File: src/rtl/lm_pkg.sv
// Shared constants for the LED-manager scheduler: display tags, FSM state encoding
// and source indices used by the one-hot grant.
package lm_pkg;

    typedef enum logic [1:0] {
        ST_IDLE  = 2'd0,
        ST_POP   = 2'd1,
        ST_LATCH = 2'd2,
        ST_SHOW  = 2'd3
    } lm_state_e;

    localparam logic [1:0] LM_TAG_NONE  = 2'b00;
    localparam logic [1:0] LM_TAG_DATA  = 2'b01;
    localparam logic [1:0] LM_TAG_UERR  = 2'b10;
    localparam logic [1:0] LM_TAG_CMERR = 2'b11;

    // Bit positions inside the one-hot grant vector
    localparam int LM_SRC_DATA  = 0;
    localparam int LM_SRC_UERR  = 1;
    localparam int LM_SRC_CMERR = 2;
    localparam int LM_NUM_SRC   = 3;

    function automatic logic [1:0] lm_grant_tag(input logic [LM_NUM_SRC-1:0] grant);
        logic [1:0] tag;
        tag = LM_TAG_NONE;
        if (grant[LM_SRC_DATA])  tag = LM_TAG_DATA;
        if (grant[LM_SRC_UERR])  tag = LM_TAG_UERR;
        if (grant[LM_SRC_CMERR]) tag = LM_TAG_CMERR;
        return tag;
    endfunction

endpackage

File: src/rtl/lm_hold_timer.sv
// Loadable down-counter; done is high while the count sits at zero.
// Load takes priority over decrement, and the count never wraps below zero.
module lm_hold_timer #(
    parameter int WIDTH = 8
) (
    input  logic             clk,
    input  logic             rst,
    input  logic             load,
    input  logic [WIDTH-1:0] load_val,
    input  logic             en,
    output logic             done
);

    logic [WIDTH-1:0] count_q;

    always_ff @(posedge clk) begin
        if (!rst) begin
            count_q <= '0;
        end else if (load) begin
            count_q <= load_val;
        end else if (en && (count_q != '0)) begin
            count_q <= count_q - WIDTH'(1);
        end
    end

    assign done = (count_q == '0);

endmodule

File: src/rtl/lm_led_scheduler.sv
// Time-shares the board LEDs among the UART data, UART error and CM error FIFOs.
// Optional error blink is built only when LM_BLINK_EN is defined.
module lm_led_scheduler
    import lm_pkg::*;
#(
    parameter int WIDTH_PAYLOAD = 8,
    parameter int HOLD_CYCLES   = 50_000_000,
    parameter int BLINK_CYCLES  = 12_500_000,
    localparam int WIDTH_LEDS   = WIDTH_PAYLOAD + 2
) (
    input  logic                     clk,
    input  logic                     rst,
    input  logic                     UART_data_debug_switch,
    input  logic [WIDTH_PAYLOAD-1:0] UART_data_rd_data,
    input  logic                     UART_data_fifo_empty,
    output logic                     UART_data_rd_en,
    input  logic [WIDTH_PAYLOAD-1:0] UART_err_rd_data,
    input  logic                     UART_err_fifo_empty,
    output logic                     UART_err_rd_en,
    input  logic [WIDTH_PAYLOAD-1:0] CM_err_rd_data,
    input  logic                     CM_err_fifo_empty,
    output logic                     CM_err_rd_en,
    output logic [WIDTH_LEDS-1:0]    leds,
    output logic                     busy,
    output lm_state_e                state_dbg
);

    localparam int HOLD_W = $clog2(HOLD_CYCLES + 1);
    localparam logic [HOLD_W-1:0] HOLD_LOAD = HOLD_W'(HOLD_CYCLES - 1);

    // Handshake: a FIFO entry is consumed by a single-cycle rd_en pulse in POP;
    // its rd_data is taken in the following LATCH cycle. There is no back-pressure.

    lm_state_e               state_q, state_d;
    logic [LM_NUM_SRC-1:0]   grant_q, grant_d, arb;
    logic                    rr_q, rr_d;          // 0: prefer UART error, 1: prefer CM error
    logic [WIDTH_LEDS-1:0]   leds_q;
    logic [WIDTH_PAYLOAD-1:0] sel_data;
    logic                    uerr_req, cm_req, data_req;
    logic                    hold_load, hold_en, hold_done;

    // Errors only compete when the debug switch is off
    assign uerr_req = !UART_err_fifo_empty && !UART_data_debug_switch;
    assign cm_req   = !CM_err_fifo_empty && !UART_data_debug_switch;
    assign data_req = !UART_data_fifo_empty;

    always_comb begin
        arb = '0;
        if (uerr_req && cm_req) begin
            if (rr_q) arb[LM_SRC_CMERR] = 1'b1;
            else      arb[LM_SRC_UERR]  = 1'b1;
        end else if (uerr_req) begin
            arb[LM_SRC_UERR] = 1'b1;
        end else if (cm_req) begin
            arb[LM_SRC_CMERR] = 1'b1;
        end else if (data_req) begin
            arb[LM_SRC_DATA] = 1'b1;
        end
    end

    always_comb begin
        state_d   = state_q;
        grant_d   = grant_q;
        rr_d      = rr_q;
        hold_load = 1'b0;
        hold_en   = 1'b0;
        case (state_q)
            ST_IDLE: begin
                if (arb != '0) begin
                    state_d = ST_POP;
                    grant_d = arb;
                    if (arb[LM_SRC_UERR])  rr_d = 1'b1;
                    if (arb[LM_SRC_CMERR]) rr_d = 1'b0;
                end
            end
            ST_POP:   state_d = ST_LATCH;
            ST_LATCH: begin
                state_d   = ST_SHOW;
                hold_load = 1'b1;
            end
            ST_SHOW: begin
                if (hold_done) state_d = ST_IDLE;
                else           hold_en = 1'b1;
            end
            default:  state_d = ST_IDLE;
        endcase
    end

    always_ff @(posedge clk) begin
        if (!rst) begin
            state_q <= ST_IDLE;
            grant_q <= '0;
            rr_q    <= 1'b0;
        end else begin
            state_q <= state_d;
            grant_q <= grant_d;
            rr_q    <= rr_d;
        end
    end

    always_comb begin
        sel_data = UART_data_rd_data;
        if (grant_q[LM_SRC_UERR])  sel_data = UART_err_rd_data;
        if (grant_q[LM_SRC_CMERR]) sel_data = CM_err_rd_data;
    end

    always_ff @(posedge clk) begin
        if (!rst) begin
            leds_q <= '0;
        end else if (state_q == ST_LATCH) begin
            leds_q <= {lm_grant_tag(grant_q), sel_data};
        end
    end

    lm_hold_timer #(.WIDTH(HOLD_W)) u_hold (
        .clk      (clk),
        .rst      (rst),
        .load     (hold_load),
        .load_val (HOLD_LOAD),
        .en       (hold_en),
        .done     (hold_done)
    );

    assign UART_data_rd_en = (state_q == ST_POP) && grant_q[LM_SRC_DATA];
    assign UART_err_rd_en  = (state_q == ST_POP) && grant_q[LM_SRC_UERR];
    assign CM_err_rd_en    = (state_q == ST_POP) && grant_q[LM_SRC_CMERR];
    assign busy            = (state_q != ST_IDLE);
    assign state_dbg       = state_q;

`ifdef LM_BLINK_EN
    localparam int BLINK_W = $clog2(BLINK_CYCLES + 1);
    localparam logic [BLINK_W-1:0] BLINK_LOAD = BLINK_W'(BLINK_CYCLES - 1);

    logic blink_on_q, blink_load, blink_done;

    // Reload at every half-period boundary so the phase keeps alternating for any hold length
    assign blink_load = (state_q == ST_LATCH) || ((state_q == ST_SHOW) && blink_done);

    lm_hold_timer #(.WIDTH(BLINK_W)) u_blink (
        .clk      (clk),
        .rst      (rst),
        .load     (blink_load),
        .load_val (BLINK_LOAD),
        .en       (state_q == ST_SHOW),
        .done     (blink_done)
    );

    always_ff @(posedge clk) begin
        if (!rst) begin
            blink_on_q <= 1'b1;
        end else if (state_q == ST_LATCH) begin
            blink_on_q <= 1'b1;
        end else if ((state_q == ST_SHOW) && blink_done) begin
            blink_on_q <= !blink_on_q;
        end
    end

    // Only error tags (upper tag bit set) blink; tag bits always stay visible
    always_comb begin
        leds = leds_q;
        if ((state_q == ST_SHOW) && !blink_on_q && leds_q[WIDTH_LEDS-1]) begin
            leds[WIDTH_PAYLOAD-1:0] = '0;
        end
    end
`else
    assign leds = leds_q;
`endif

endmodule

File: config.mk
export PLATFORM = sky130hd
export DESIGN_NAME = lm_led_scheduler
export DESIGN_NICKNAME = d
export VERILOG_FILES = /design/src/rtl/lm_pkg.sv /design/src/rtl/lm_hold_timer.sv /design/src/rtl/lm_led_scheduler.sv
export SDC_FILE = /design/constraint.sdc
export NUM_CORES = 1
export LEC_CHECK = 0
export CAP_MARGIN = 20
export CELL_PAD_IN_SITES_DETAIL_PLACEMENT = 1
export CELL_PAD_IN_SITES_GLOBAL_PLACEMENT = 1
export CORE_ASPECT_RATIO = 0.8
export CORE_UTILIZATION = 34
export CTS_CLUSTER_SIZE = 25
export DETAILED_ROUTE_END_ITERATION = 12
export PLACE_DENSITY_LB_ADDON = 0.1
export SYNTH_ARGS = -nofsm -noshare
export SYNTH_HDL_FRONTEND = slang
export SYNTH_SLANG_ARGS = --single-unit
File: constraint.sdc
create_clock -name clk -period 2.2 [get_ports clk]
set_clock_uncertainty 0.1 [all_clocks]
set_input_delay 0.22 -clock clk [delete_from_list [all_inputs] [get_ports clk]]
set_output_delay 0.22 -clock clk [all_outputs]
set_load 0.02 [all_outputs]
==> metrics.md <==
| Metric | Value |
|---|---|
| Status | `finished, violations left` |
| Violated checks | `setup timing` |
| Share of synthesized registers carrying an async set or reset | `0%` |
| Setup Crit Path Kind | `flop to flop` |
| Width of the die | `92.26 microns` |
| Via density | `5.296` |
| Total Neg Setup Slack | `-0.2027 ns` |
| Fraction of layout cells with a size suffix above 1 | `20.62%` |
| Final setup margin | `-0.04995 ns` |
| Reg2reg setup slack | `-0.05 ns` |
| Area contributors post-synth | `dfxtp_1 38%, mux2i_1 7.7%, o21ai_0 4.1%, a21oi_1 3.6%, o31a_1 3.6%` |
| Drt drc | `0` |
| Worst-margin pin slew | `0.4868 ns` |
| R2r startpoint | `u_hold.count_q[6]$_SDFFE_PN0P_` |
| PwrDens | `1362 nW/um^2` |
| Share of the synthesized area in the top cell type | `37.94%` |
| Die area | `6846 sq um` |
| Top_reg_cell synth | `dfxtp_1` |
| Final wirelength | `6279 microns` |
| Cts bufs inserted | `5` |
| GP Congestion | `0.7393` |
| TritonCTS clock tree | `yes` |
| WP data arrival | `2.33 ns` |
| Wire per inst | `15.47 microns` |
| Initial Utilization | `36.33%` |
| Gr ovfl total | `0` |
| Pin count of the biggest net entering global routing | `28` |
| Final Critical Period | `2.250 ns` |
| Initial antenna violation count | `0` |
| Worst setup SP type | `flop` |
| Vias in the first global route | `2025` |
| Hold path start | `u_hold.count_q[8]$_SDFFE_PP0P_` |
| Port Buf Inserts | `45` |
| Ys Warns | `0` |
| Number of synthesized flops with an enable pin | `0` |
| Wire length of the first global-routing pass | `9873 microns` |
| Non-filler cells, final | `406` |
| Cell variety after synth | `47` |
| Worst slew margin relative to its limit | `67.25%` |
| Post-DRT Antenna Nets | `0` |
| Largest area contributor in the netlist | `dfxtp_1` |
| Pre-antenna DRT Iters | `4` |
| Final hold violation count | `0` |
| Seq/Total Area, Yosys | `37.94%` |
| # setup viols final | `10` |
| Synth Instances | `254` |
| R2R Path End | `u_hold.count_q[1]$_SDFFE_PN0P_` |
| RSZ-0062 raised after global routing | `true` |
| Maxcap violations | `0` |
| Crit. End Element | `flop` |
| Top-count cell post-synth | `dfxtp_1` |
| Die height | `74.21 microns` |
| Worst-path clk slew | `0.08 ns` |
| Worst min path class | `flop to flop` |
| CP required | `2.28 ns` |
| P&R area growth vs syn | `42.41%` |
| Htree depth | `2` |
| Number of synthesized register bits | `42` |
| Clk sinks | `42` |
| Number of diodes | `0` |
| Hold Path Depth | `2` |
| Max VDD drop | `0.7199 mV` |
| Placed insts | `394` |
| Max frequency | `444.5 MHz` |
| Iteration-0 DRC Markers | `63` |
| Post-DP HPWL | `4516 microns` |
| Core Region | `6100 sq um` |
| Std cell rows | `25` |
| Ports | `46` |
| Tot Pwr | `4298 uW` |
| Final Cycle Share | `102.3%` |
| Slew Viols, Final | `0` |
| Hold endpoint | `u_hold.count_q[8]$_SDFFE_PP0P_` |
| Static leakage | `0.001137 uW` |
| Clk Latency, worst-skew pair | `0.29 ns` |
| Syn_nets | `289` |
| Clock root buffer | `clkbuf_8` |
| Global Route Usage Sum | `18.20%` |
| Max FO, Critical Path | `6` |
| Fin util | `51.73%` |
| Top cells by count, synth | `42 x dfxtp_1, 18 x o21ai_0, 17 x mux2i_1` |
| R2r worst-path depth | `6` |
| Mapped Area | `2216 sq um` |
| Mean area per synthesized cell | `8.724 sq um` |
| Nets | `360` |
| Vias | `2150` |
| CTS max path bufs | `2` |
worst max-delay path: stages, from the launching register on:
cell and delay, ns:
dfxtp_2 0.33, or4_4 0.58, or3_4 0.45, buf_6 0.14, o21a_2 0.24, mux2i_1 0.13, o21a_1 0.16
kinds of logic after synthesis:
kind of cell | count (synthesis) | synth area share, %
muxes | 17 | 7.679
xor gates and xnor gates | 7 | 2.767
and+or+nand+nor | 89 | 22.59
buffers and inverters | 23 | 4.291
adders and majority gates | 5 | 2.823
AOI/OAI and AO/OA | 71 | 21.91
DFF | 42 | 37.94
cells in the final DEF, fill, tap and decap left out, types with 2 or more instances in the layout:
master / netlist / layout
clkbuf_1: 9 / 2
ha_1: 5 / 3
a31oi_1: 5 / 5
or3_1: 10 / 8
nor2b_1: 9 / 9
or4_1: 5 / 3
dfxtp_1: 42 / 34
buf_4: 0 / 23
nor2_1: 16 / 15
dfxtp_2: 0 / 7
nor4_1: 8 / 6
xor2_1: 2 / 2
or4_4: 1 / 3
nand4_1: 3 / 3
or3_4: 0 / 2
buf_6: 1 / 8
nor3_1: 6 / 6
clkdlybuf4s50_1: 0 / 45
a21oi_1: 16 / 15
mux2i_1: 17 / 17
clkbuf_8: 0 / 5
nand2_1: 15 / 15
xnor2_1: 5 / 5
and2_1: 4 / 4
o211ai_1: 3 / 3
o21a_1: 8 / 7
o21ai_0: 18 / 17
a31o_1: 3 / 3
inv_1: 10 / 9
nand3b_1: 2 / 2
o31a_1: 9 / 9
nor4_2: 1 / 2
ha_2: 0 / 2
layer usage:
metal | share of wire (%) | track usage, % | routed length [microns]
met1 | 49 | 24.89 | 3101
met2 | 47 | 30.18 | 2962
met3 | 3.0 | 3.374 | 190
met4 | 0.40 | 4.167 | 25
met5 | 0 | 0 | 0
worst max path at each step:
stage                                    start                              end  depth (start not counted)
3_3_place_gp    u_hold.count_q[8]$_SDFFE_PP0P_  u_hold.count_q[13]$_SDFFE_PN0P_                          5
3_5_place_dp    u_hold.count_q[8]$_SDFFE_PP0P_  u_hold.count_q[23]$_SDFFE_PN0P_                          6
6_report        u_hold.count_q[6]$_SDFFE_PN0P_   u_hold.count_q[1]$_SDFFE_PN0P_                          6
5_1_grt         u_hold.count_q[6]$_SDFFE_PN0P_   u_hold.count_q[2]$_SDFFE_PN0P_                          6
4_1_cts         u_hold.count_q[5]$_SDFFE_PN0P_  u_hold.count_q[13]$_SDFFE_PN0P_                          5
2_1_floorplan  u_hold.count_q[11]$_SDFFE_PP0P_  u_hold.count_q[18]$_SDFFE_PP0P_                          6
cell type report:
class                   count  area [sq um]
clock buffers               7         76.32
flip-flops and latches     42         853.3
well taps                  81         101.3
fillers                   713          2944
multi-input cells         189          1370
inverters                  11         41.29
repair buffers             76         713.2
registers in the layout, indices dropped and copies added (netlist names):
signal / count
rr_q: 1
leds: 10
grant_q: 3
u_hold.count_q: 26
state_dbg: 2
what timing repair did:
action                     in CTS  in global routing
setup endpoints to repair      23                 23
hold endpoints to repair        0                  0
pin swaps                       3                 17
hold buffers                    0                  0
buffers inserted                1                  4
gates resized for setup         6                 27
metrics by stage:
stage	setup slack (ns)	instance area, sq um	hold slack, ns
after floorplan	-0.04353	2235	0.3157
after global placement	-0.04155	2922	0.3704
after detailed placement	-0.07631	2922	0.3757
after CTS	-0.04481	3028	0.3920
after global routing	-0.1089	3156	0.4280
final	-0.04995	3156	0.3813
report_power, final:
group          internal, uW  switching, uW
clock network           219            253
registers              1010            243
logic                  1230           1350
(Power assumes the default switching activity.)
==> RTL edit, RTL diff (config.mk and constraints unchanged) <==
Add a define of `LM_BLINK_EN`.
--- a/src/rtl/lm_led_scheduler.sv
+++ b/src/rtl/lm_led_scheduler.sv
@@ -2,2 +2,4 @@
 // Optional error blink is built only when LM_BLINK_EN is defined.
+`define LM_BLINK_EN
+
 module lm_led_scheduler
Check against the original RTL: same outputs for any inputs over 10 cycles, from zero or initial values and one cycle with rst low; that may be too few to reach the edited logic, so the function may still have changed.
==> RTL edit against the unedited design <==
  * The flow still finishes with violations (negative setup slack)
  * Maximum frequency down 12%
  * Synthesized cell count grew 79%
  * Power is 140% higher
  * Design area increased by 79%
  * Sequential cell count grew 25
  * Global-route usage is 5.3 points higher
  * Setup slack worse by 300 ps
  * Non-clock buffer count up 59
  * Routed wire length increased by 110%
  * Synthesized area grew 69%
  * Clock power rose to 3.1 times the old value
  * Critical path type unchanged
  * Largest power group unchanged
==> RTL edit: results (changes against the unedited design) <==
The first-pass GRT wire length is 20.9 mm (+110%). Sorting the synthesized cells by how often they occur yields 67 x sky130_fd_sc_hd__dfxtp_1, 46 x sky130_fd_sc_hd__nor2_1, 33 x sky130_fd_sc_hd__o21ai_0, 30 x sky130_fd_sc_hd__a21oi_1, 22 x sky130_fd_sc_hd__nand2_1. The worst-path cell with the longest stage delay is sky130_fd_sc_hd__or4b_4. The count of TritonRoute iterations in the first routing pass was 5 (+1).

The total number of nets in the final design came out at 611 (+70%). The pin slew with the least headroom to its limit came to 737 ps (+250 ps). The run finished, with violations left. The cell area after placement is 4860 µm² (+66%). The number of design-rule violations left by the first detailed-router iteration came out at 176 (+180%).

The total routed wirelength is 13.4 mm (+110%). In the post-synthesis netlist, the biggest area contributors are sky130_fd_sc_hd__dfxtp_1 36%, sky130_fd_sc_hd__mux2i_1 4.8%, sky130_fd_sc_hd__nor2_1 4.6%. The all-layer global routing usage is 23.5% (+5.3 points).

The final reports fail on negative setup slack. The total of endpoints with negative setup slack in the final report is 40 (+30). The maximum fanout along the worst path is 7 (+1). The placement-stage worst setup slack came to -264 ps (-187 ps). The final worst slack is -349 ps (-299 ps).

The worst hold path endpoint is leds_q[0]. The maximum resistive drop on vdd is 0.000761 V (+5.7%). The worst hold margin came out at 382 ps (+0.816 ps). The summed negative setup slack over all endpoints was -5980 ps (-5770 ps). The total leakage power is 2.16 nW (+90%). The reg-to-reg critical path startpoint is u_blink.count_q[18]. The layout filler cell count came out at 1222 (+71%). The global placement routability congestion is 0.843 (+14%). The switching fraction of total power came out at 45.4% (+2.5 points). The number of placed instances with taps included is 688 (+75%). The number of cells produced by synthesis is 455 (+79%).
==> RTL edit: cell count changes in the layout (fill, tap and decap cells not counted), sizes merged, moves of 10 or more <==
cell           unedited run  this run
buf                      31        92
clkdlybuf4s50            45        35
dfxtp                    42        67
a21oi                    16        30
nor2                     16        47
o21ai                    19        34
nor3                      6        20
==> RTL edit: timing repair <==
action	4_1_cts	5_1_grt
resized for setup	56	55
gates cloned	1	1
endpoints found under the setup margin	55	60
setup buffers	9	8
pin swaps	41	39
==> RTL edit: layout make-up <==
| cell class | instances | area [µm²] | area share, % |
|---|---|---|---|
| clock buffers | 13 | 260 | 4.61 |
| clock inverters | 2 | 35.0 | 0.621 |
| inverters | 19 | 71.3 | 1.26 |
| multi-input cells | 342 | 2570 | 45.5 |
| flip-flops and latches | 67 | 1350 | 23.9 |
| well taps | 140 | 175 | 3.10 |
| repair buffers | 135 | 1190 | 21.0 |
==> RTL edit: per-layer routing <==
layer	vias to the layer above	track usage [%]	wire length (µm)
met5	-	0	0
met4	0	8.33	243
met3	16	5.09	564
met2	80	39.6	6580
met1	1988	29.9	6020
li1	1944	-	-
==> RTL edit: worst reg2reg max path, cell delays in order (launching register included) <==
cell	delay [ps]
sky130_fd_sc_hd__dfxtp_2	320
sky130_fd_sc_hd__or4_4	530
sky130_fd_sc_hd__or4b_4	560
sky130_fd_sc_hd__buf_6	150
sky130_fd_sc_hd__nor4_4	280
sky130_fd_sc_hd__buf_6	180
sky130_fd_sc_hd__o21ai_2	50
sky130_fd_sc_hd__a32o_1	270
==> RTL edit: power by group through the flow <==
stage	sequential [W]	clock, W	combinational, W
2_1_floorplan	0.00187	0	0.00304
3_3_place_gp	0.00187	0	0.00511
3_5_place_dp	0.00190	0	0.00526
4_1_cts	0.00190	0.00150	0.00610
5_1_grt	0.00197	0.00155	0.00743
6_report	0.00192	0.00147	0.00693
==> RTL edit: cells by family (layout without fill, tap and decap cells) <==
logic type                 Yosys count  count (layout)  share of synthesized area, %
AOI/OAI and AO/OA                  121             122                          21.3
and+or+nand+nor                    177             178                          26.5
muxes                               18              18                          4.81
adders and majority gates            7               7                          2.34
buffers and inverters               48             169                          5.28
DFF                                 67              67                          35.8
xor gates and xnor gates            17              17                          3.97
==> RTL edit: worst max-delay path by stage <==
stage / start / endpoint / slack [ps] / depth (start not counted)
detailed placement: u_blink.count_q[18] / u_blink.count_q[8] / -260 / 6
global placement: u_hold.count_q[17] / u_hold.count_q[23] / -260 / 6
global route: u_blink.count_q[18] / u_blink.count_q[8] / -400 / 7
floorplan: u_blink.count_q[18] / u_blink.count_q[16] / -230 / 6
CTS: u_blink.count_q[18] / u_blink.count_q[15] / -190 / 7
finish: u_blink.count_q[18] / u_blink.count_q[8] / -350 / 7
